### src/rtl/rformat_sequencer.sv
// rformat_sequencer: Moore control sequencer for the bus datapath. It runs the
// instruction fetch (T0-T2), then the R-format execute steps (T3-T6) for ALU,
// single-operand and mul/div instructions, and traps illegal opcodes.
//
// Ports:
//   clock        system clock, rising-edge active
//   clear        asynchronous active-low reset
//   run          level request to keep executing instructions
//   mem_ready    memory data valid, sampled while in T1
//   ir           instruction register contents fed back from the datapath
//   reg_out      one-hot register-to-bus enables
//   reg_in       one-hot register load enables
//   PCout..read  single-bit datapath enables, same names as the datapath
//   alu_op       ALU operation select (opcode while executing, else 0)
//   busy         high whenever the sequencer is not idle
//   done         one-cycle pulse in the final writeback cycle
//   illegal      one-cycle pulse when an illegal opcode is trapped
//   instr_count  retired legal instruction count, wraps
module rformat_sequencer #(
    parameter int unsigned         NUM_REGS   = 16,
    parameter int unsigned         OPW        = 5,
    parameter logic [2**OPW-1:0]   LEGAL_MASK = 32'h0000_C1F8,
    parameter logic [OPW-1:0]      MUL_OP     = 5'b01110,
    parameter logic [OPW-1:0]      DIV_OP     = 5'b01111,
    parameter logic [OPW-1:0]      NEG_OP     = 5'b10000,
    parameter logic [OPW-1:0]      NOT_OP     = 5'b10001,
    parameter int unsigned         CNT_W      = 16
) (
    input  logic                clock,
    input  logic                clear,
    input  logic                run,
    input  logic                mem_ready,
    input  logic [31:0]         ir,
    output logic [NUM_REGS-1:0] reg_out,
    output logic [NUM_REGS-1:0] reg_in,
    output logic                PCout,
    output logic                PCin,
    output logic                MARin,
    output logic                MDRin,
    output logic                MDRout,
    output logic                IRin,
    output logic                Yin,
    output logic                Zlowin,
    output logic                Zhighin,
    output logic                ZLOout,
    output logic                ZHIout,
    output logic                HIin,
    output logic                LOin,
    output logic                IncPC,
    output logic                read,
    output logic [OPW-1:0]      alu_op,
    output logic                busy,
    output logic                done,
    output logic                illegal,
    output logic [CNT_W-1:0]    instr_count
);

    localparam int unsigned RIDX_W = $clog2(NUM_REGS);
    localparam int unsigned RA_HI  = 31 - OPW;
    localparam int unsigned RB_HI  = RA_HI - RIDX_W;
    localparam int unsigned RC_HI  = RB_HI - RIDX_W;
    localparam int unsigned LSB_HI = RC_HI - RIDX_W;

    typedef enum logic [2:0] {
        StIdle,
        StT0,
        StT1,
        StT2,
        StT3,
        StT4,
        StT5,
        StT6
    } state_e;

    state_e state_q, state_d;

    // IR field decode
    logic [OPW-1:0]      op;
    logic [RIDX_W-1:0]   ra, rb, rc;
    logic [NUM_REGS-1:0] ra_oh, rb_oh, rc_oh;
    logic                is_legal, is_single, is_wide, is_final;
    logic                unused_ir;

    assign op        = ir[31 -: OPW];
    assign ra        = ir[RA_HI -: RIDX_W];
    assign rb        = ir[RB_HI -: RIDX_W];
    assign rc        = ir[RC_HI -: RIDX_W];
    assign unused_ir = ^ir[LSB_HI:0];

    assign ra_oh = {{(NUM_REGS-1){1'b0}}, 1'b1} << ra;
    assign rb_oh = {{(NUM_REGS-1){1'b0}}, 1'b1} << rb;
    assign rc_oh = {{(NUM_REGS-1){1'b0}}, 1'b1} << rc;

    assign is_legal  = LEGAL_MASK[op];
    assign is_single = (op == NEG_OP) || (op == NOT_OP);
    assign is_wide   = (op == MUL_OP) || (op == DIV_OP);
    assign is_final  = ((state_q == StT5) && !is_wide) || (state_q == StT6);

    // Next-state logic
    always_comb begin
        state_d = state_q;
        unique case (state_q)
            StIdle: if (run) state_d = StT0;
            StT0:   state_d = StT1;
            StT1:   if (mem_ready) state_d = StT2;
            StT2:   state_d = StT3;
            StT3: begin
                if (!is_legal)      state_d = StIdle;
                else if (is_single) state_d = StT5;
                else                state_d = StT4;
            end
            StT4:   state_d = StT5;
            StT5: begin
                if (is_wide) state_d = StT6;
                else         state_d = run ? StT0 : StIdle;
            end
            StT6:   state_d = run ? StT0 : StIdle;
            default: state_d = StIdle;
        endcase
    end

    // Registered parts of the outputs that T3 also drives
    logic [NUM_REGS-1:0] reg_out_q;
    logic                zlowin_q;
    logic [OPW-1:0]      alu_op_q;

    // Outputs are decoded from the state being entered, so each enable is
    // registered and valid for the whole cycle of its state. The decode for
    // T4..T6 reads ir while in T3..T5, after IR has been loaded.
    always_ff @(posedge clock or negedge clear) begin
        if (!clear) begin
            state_q     <= StIdle;
            reg_out_q   <= '0;
            reg_in      <= '0;
            PCout       <= 1'b0;
            PCin        <= 1'b0;
            MARin       <= 1'b0;
            MDRin       <= 1'b0;
            MDRout      <= 1'b0;
            IRin        <= 1'b0;
            zlowin_q    <= 1'b0;
            Zhighin     <= 1'b0;
            ZLOout      <= 1'b0;
            ZHIout      <= 1'b0;
            HIin        <= 1'b0;
            LOin        <= 1'b0;
            IncPC       <= 1'b0;
            read        <= 1'b0;
            alu_op_q    <= '0;
            busy        <= 1'b0;
            done        <= 1'b0;
            instr_count <= '0;
        end else begin
            state_q   <= state_d;
            if (is_final) instr_count <= instr_count + 1'b1;

            PCout     <= (state_d == StT0);
            MARin     <= (state_d == StT0);
            IncPC     <= (state_d == StT0);
            zlowin_q  <= (state_d == StT0) || (state_d == StT4);
            ZLOout    <= (state_d == StT1) || (state_d == StT5);
            PCin      <= (state_d == StT1);
            read      <= (state_d == StT1);
            MDRin     <= (state_d == StT1);
            MDRout    <= (state_d == StT2);
            IRin      <= (state_d == StT2);
            reg_out_q <= (state_d == StT4) ? rc_oh : '0;
            Zhighin   <= (state_d == StT4) && is_wide;
            LOin      <= (state_d == StT5) && is_wide;
            reg_in    <= ((state_d == StT5) && !is_wide) ? ra_oh : '0;
            ZHIout    <= (state_d == StT6);
            HIin      <= (state_d == StT6);
            done      <= ((state_d == StT5) && !is_wide) || (state_d == StT6);
            alu_op_q  <= ((state_d == StT4) || (state_d == StT5) || (state_d == StT6))
                         ? op : '0;
            busy      <= (state_d != StIdle);
        end
    end

    // IR only becomes valid on the edge that enters T3, so the T3 enables are
    // decoded from the registered state and the registered IR during T3.
    logic in_t3, t3_exec;

    assign in_t3   = (state_q == StT3);
    assign t3_exec = in_t3 && is_legal;

    assign reg_out = reg_out_q | (t3_exec ? rb_oh : '0);
    assign Yin     = t3_exec && !is_single;
    assign Zlowin  = zlowin_q | (t3_exec && is_single);
    assign alu_op  = t3_exec ? op : alu_op_q;
    assign illegal = in_t3 && !is_legal;

endmodule

### config.mk
export PLATFORM = sky130hd
export DESIGN_NAME = rformat_sequencer
export DESIGN_NICKNAME = d
export VERILOG_FILES = /design/src/rtl/rformat_sequencer.sv
export SDC_FILE = /design/constraint.sdc
export NUM_CORES = 1
export LEC_CHECK = 0
export CORE_MARGIN = 2
export CORE_UTILIZATION = 40
export DETAILED_ROUTE_END_ITERATION = 8
export PLACE_DENSITY_LB_ADDON = 0.12
export RECOVER_POWER = 50
export SYNTH_ARGS = -nofsm -noshare
export SYNTH_HDL_FRONTEND = slang
export SYNTH_SLANG_ARGS = --single-unit
### constraint.sdc
create_clock -name clock -period 1.49 [get_ports clock]
set_input_delay 0.149 -clock clock [delete_from_list [all_inputs] [get_ports clock]]
set_output_delay 0.149 -clock clock [all_outputs]
set_load 0.1 [all_outputs]
Yosys cells after proc, flatten, opt, wreduce, memory -nomap -nowiden
Memories as Yosys holds them, arrays and structs flattened.
Index checks and enable logic that the tools add are counted.
{"block": "totals", "regBits": 66, "rom_bits": 32, "in_bits": 36, "output_inout_bits": 71, "word_cells": 74, "n_memories": 1}
{"name": "(no name shown)", "words": 32, "word_bits": 1, "rd": 1, "rd_clocked_by_memory_dff": 0, "write_ports": 0, "line_no": "94", "rtl": "assign is_legal = LEGAL_MASK[op];"}
{"block": "op_classes", "add_sub_neg": 1, "order_cmp": 1, "n_eq_ne": 17, "shift": 3, "n_mux": 13, "bitwise": 2, "reduce_logical": 21}
{"op": "$mux W16", "count": 3}
{"op": "$shl A1 B4 Y16 const A", "count": 3}
{"op": "$pmux W3 S8", "count": 1}
{"op": "$eq A3 B3 Y1 const B", "count": 7}
{"op": "$add A16 B1 Y16 const B", "count": 1}
{"op": "$or A16 B16 Y16", "count": 1}
{"op": "$eq A3 B2 Y1 const B", "count": 4}
{"op": "$mux W3", "count": 4}
{"op": "$eq A5 B4 Y1 const B", "count": 2}
{"op": "$eq A5 B5 Y1 const B", "count": 2}
{"op": "$mux W5", "count": 2}
{"op": "$logic_and A1 B1 Y1", "count": 8}
{"op": "$logic_or A1 B1 Y1", "count": 8}
{"op": "$eq A3 B1 Y1 const B", "count": 2}
{"op": "$lt A5 B6 Y1 const B", "count": 1}
{"op": "$logic_not A1 Y1", "count": 3}
{"op": "$logic_not A3 Y1", "count": 1}
{"op": "$reduce_bool A3 Y1", "count": 1}
{"op": "$mux W1", "count": 2}
{"op": "$mux W2", "count": 1}
{"op": "$or A1 B1 Y1", "count": 1}

Depth between registers and ports, before layout
{"block": "depth", "depth_word": 9, "mapped_depth": 7, "depth_no_buf": 5}

Least setup slack after synthesis
Ideal clock, no wire load.
{"block": "synth_timing", "path_type": "reg-to-output", "start": "reg state_q[1]", "end": "out illegal", "arrival_ns": 3.021, "required_time_ns": 1.341, "slack_ns": -1.680, "stages_incl_launch_ff": 5, "n_path_buf": 1, "cell_sequence": "dfrtp_1 > clkbuf_1 > inv_1 > nand2_1 > a211oi_1"}
{"block": "synth_between", "elab_chain_len": 2}
{"element": "start, declared", "line_no": "75", "rtl": "state_e state_q, state_d;"}
{"element": "start signal, assigned", "line_no": "132", "rtl": "state_q <= StIdle;"}
{"element": "start signal, assigned", "line_no": "154", "rtl": "state_q <= state_d;"}
{"element": "$eq A3 B3 Y1", "line_no": "184", "rtl": "assign in_t3 = (state_q == StT3);"}
{"element": "$logic_and A1 B1 Y1", "line_no": "191", "rtl": "assign illegal = in_t3 && !is_legal;"}
{"element": "end, declared", "line_no": "54", "rtl": "output logic illegal,"}
No other way between the ends.

Worst setup path in the final report
{"block": "layout_timing", "start": "reg state_q[2]", "end": "out reg_out[0]"}
{"block": "layout_between", "elab_chain_len": 4}
{"element": "$eq A3 B3 Y1", "line_no": "184"}
{"element": "$logic_and A1 B1 Y1", "line_no": "185", "rtl": "assign t3_exec = in_t3 && is_legal;"}
{"element": "$mux W16", "line_no": "187", "rtl": "assign reg_out = reg_out_q | (t3_exec ? rb_oh : '0);"}
{"element": "$or A16 B16 Y16", "line_no": "187"}
{"element": "end, declared", "line_no": "34", "rtl": "output logic [NUM_REGS-1:0] reg_out,"}
No other way between the ends.

==> impl_metrics.py <==
metrics = {
    "worst_setup_path": {
        "crit_buf_inv": 3,
        "worstSetupEndpointType": "output pin",
        "reg2reg_depth": 8,
        "cp.required_ns": 1.34,
        "worstReg2RegEnd": "instr_count[13]",
        "r2r_start": "state_q[2]",
        "cp_cell_sequence": "nand2_2 > nand4b_4 > clkinv_4 > clkbuf_16 > a31o_4 > buf_12",
        "crit_slowest_cell": "dfrtp_2",
        "arrival_ns": 1.71,
        "crit_family": "buffers and inverters",
        "critPathMaxFanout": 8,
        "crit_path_start_kind": "register",
        "crit_type": "register to output pin",
        "critPathMaxStageDelay_ns": 0.41,
        "r2r_slack_ns": -0.22,
    },
    "clock_tree": {
        "clk_latency_ns": 0.34,
        "clock_path_buffers": 2,
        "cts_max_level": 3,
        "cts_root_buf": "clkbuf_8",
        "cts_tree": "done",
        "cts.sinks": 66,
        "numCtsBuffers": 9,
        "clk_pin_slew_ns": 0.07,
    },
    "route": {
        "wl_per_cell_um": 17.0,
        "firstDrtPassIters": 4,
        "routed_via_density": 5.16,
        "drc": 0,
        "num_vias": 2616,
        "first_iter_violations": 147,
        "wl_um": 8610,
        "postRouteAntennaNets": 0,
    },
    "timing": {
        "relSlewSlack_pct": 41.0,
        "fin_ws_ns": -0.366,
        "max_freq_ghz": 0.539,
        "finalCriticalPeriod_ns": 1.86,
        "hold_slack_ns": 0.0831,
        "rsz0062_at_grt": "yes",
        "skew_ns": 0.00880,
        "slew_viol_final": 0,
        "hold_viol": 0,
        "tightest_slew_ns": 0.885,
        "final-setup-viol-count": 40,
        "fin_crit_sh_pct": 125,
    },
    "floorplanning": {
        "core_mm2": 0.00714,
        "fp-row-count": 31,
        "dieHeight_um": 89.1,
        "die_area_mm2": 0.00793,
        "die_x_um": 89.1,
        "initial_utilization_pct": 40.6,
        "num_io_pins": 107,
    },
    "yosys": {
        "synth_top_area_cell": "dfrtp_1",
        "syn-num-nets": 295,
        "synth_flop_cell": "dfrtp_1",
        "synthCells": 258,
        "avgSynthCellArea_um2": 11.2,
        "ys_seq_area_share_pct": 57.1,
        "async_flop_share_pct": 100,
        "synth.distinct_cells": 52,
        "synth_area_leaders": "dfrtp_1 57%, nor3_1 4.3%, nor2_1 3.2%",
        "synth_edf_count": 0,
        "synth_top_area_share_pct": 57.1,
        "synth_seq_cells": 66,
        "ys_warn_count": 0,
        "synth.cell_area_mm2": 0.00289,
    },
    "cells_and_area": {
        "area_growth_pct": 96.4,
        "final_area_mm2": 0.00568,
        "finish.utilization_pct": 79.6,
        "diodes": 0,
        "drive_above_1_share_pct": 58.8,
        "nets": 440,
    },
    "global_route": {
        "grt_pass1_vias": 2581,
        "antenna_found_initial": 0,
        "grt.total_usage_pct": 21.1,
        "grt_max_degree": 67,
        "grt_pass1_wl_um": 12700,
        "grt.overflow.total": 0,
    },
    "run_status": {
        "violations": "negative setup slack",
        "outcome": "finished, violations left",
    },
    "hold_path": {
        "hold_path_startpoint": "ir[27]",
        "min_to": "alu_op_q[0]",
        "min_path_type": "input port to register",
        "whs_path_depth": 2,
    },
    "placed_design": {
        "dp_hpwl_um": 5810,
        "placed_area_mm2": 0.00522,
        "place_congestion": 0.860,
        "port_buffers": 91,
    },
    "pwr": {
        "worst_ir_drop_vdd_uv": 1950,
        "powerDensity_mw_per_mm2": 1450,
        "p_leak_uw": 0.00256,
    },
    "flow_run": {
        "max_cap_violations": 0,
    },
}
-- how the worst max path moves through the flow --
stage	cells after the start	start	slack (ns)	end
after floorplan	6	ir[27]	-0.41	reg_out[0]
after global placement	7	ir[27]	-0.74	alu_op[3]
after detailed placement	7	ir[27]	-0.77	alu_op[3]
after CTS	6	state_q[1]	-0.36	alu_op[3]
after global routing	7	state_q[1]	-0.44	reg_out[0]
final	6	state_q[2]	-0.37	reg_out[0]
-- metal layers --
metal	vias to the layer above	GRT usage [%]	wire (um)
met1	1314	25.9	3440
met5	-	0	0
li1	1205	-	-
met2	83	37.1	4680
met3	14	4.16	312
met4	0	7.73	173
-- cell type report --
type,count,area (um2)
clock buffers,9,124
clock inverters,7,118
fillers,414,1450
inverters,11,48.8
multi-input cells,165,1580
flip-flops and latches,66,1700
well taps,99,124
repair buffers,150,2000
-- state kept, by name (all words and copies together), names as in the netlist --
signal       cells
HIin             1
IRin             1
IncPC            1
LOin             1
ZLOout           1
Zhighin          1
alu_op_q         5
busy             1
done             1
instr_count     16
read             1
reg_in          16
reg_out_q       16
state_q          3
zlowin_q         1
-- metrics by stage --
| step | power [uW] | setup TNS, ns | worst slack, ns | cells |
|---|---|---|---|---|
| 6_report | 8240 | -8.64 | -0.366 | 507 |
| 5_1_grt | 8550 | -12.18 | -0.444 | 507 |
| 4_1_cts | 7990 | -7.90 | -0.363 | 501 |
| 3_5_place_dp | 5980 | -40.05 | -0.773 | 479 |
| 3_3_place_gp | 5930 | -37.26 | -0.741 | 479 |
| 2_1_floorplan | 4490 | -8.88 | -0.407 | 258 |
-- cell usage after synthesis (all sizes together), types with 2 or more instances --
library cell  number
dfrtp             66
mux2               5
a31o               9
inv               11
nor4               7
o211ai             2
buf               11
nor2b              5
xor2               8
nand4b             2
a211oi             3
nor3              25
nand2             11
clkbuf             5
nand4              2
nand3              4
nor2              25
a21oi              5
a41o               6
and4               2
o22ai              2
o21ai              2
xnor2              7
nand3b             2
or2                2
nor3b              4
nand2b             7
-- worst reg2reg max path, delay by kind of cell, from the launching register on --
kind	cells	cell delay, ns
XOR/XNOR	1	0.19
buffers and inverters	4	0.47
AND/OR/NAND/NOR	2	0.49
AO/OA/AOI/OAI	1	0.11
flip-flops	1	0.37
-- cell families (layout without fill, tap and decap cells) --
kind of cell / count (synthesis) / count (layout) / synth area share (%)
AND/OR/NAND/NOR: 104 / 104 / 19.8
multiplexers: 6 / 6 / 2.42
flip-flops: 66 / 66 / 57.1
AO/OA/AOI/OAI: 39 / 39 / 11.0
buffers and inverters: 27 / 177 / 4.80
adder cells (fa/ha/maj): 1 / 1 / 0.432
XOR/XNOR: 15 / 15 / 4.54
-- power breakdown --
part | total, uW | switching (uW) | internal [uW]
combinational | 4200 | 2520 | 1680
sequential | 2250 | 232 | 2010
clock | 1800 | 689 | 1110
-- cell usage in the layout (no fill, tap or decap), types with 5 or more instances in the layout --
| cell | instances |
|---|---|
| inv_1 | 6 |
| dfrtp_4 | 9 |
| nand2b_1 | 7 |
| clkbuf_8 | 9 |
| buf_4 | 41 |
| clkbuf_2 | 11 |
| nor3_4 | 8 |
| buf_12 | 64 |
| a31o_4 | 9 |
| clkdlybuf4s50_1 | 15 |
| nand2_1 | 8 |
| xnor2_1 | 5 |
| buf_6 | 11 |
| xor2_1 | 8 |
| nor2_1 | 19 |
| nor4_1 | 6 |
| dfrtp_1 | 49 |
| dfrtp_2 | 8 |
| nor3_1 | 14 |
-- timing repair --
action | 4_1_cts | 5_1_grt
endpoints found under the setup margin | 64 | 51
pin swaps | 15 | 25
hold buffers | 1 | 0
gates cloned | 0 | 1
endpoints found under the hold margin | 66 | 0
gates resized for setup | 40 | 41
setup buffers | 5 | 7
Power figures use the tool's default switching activity.
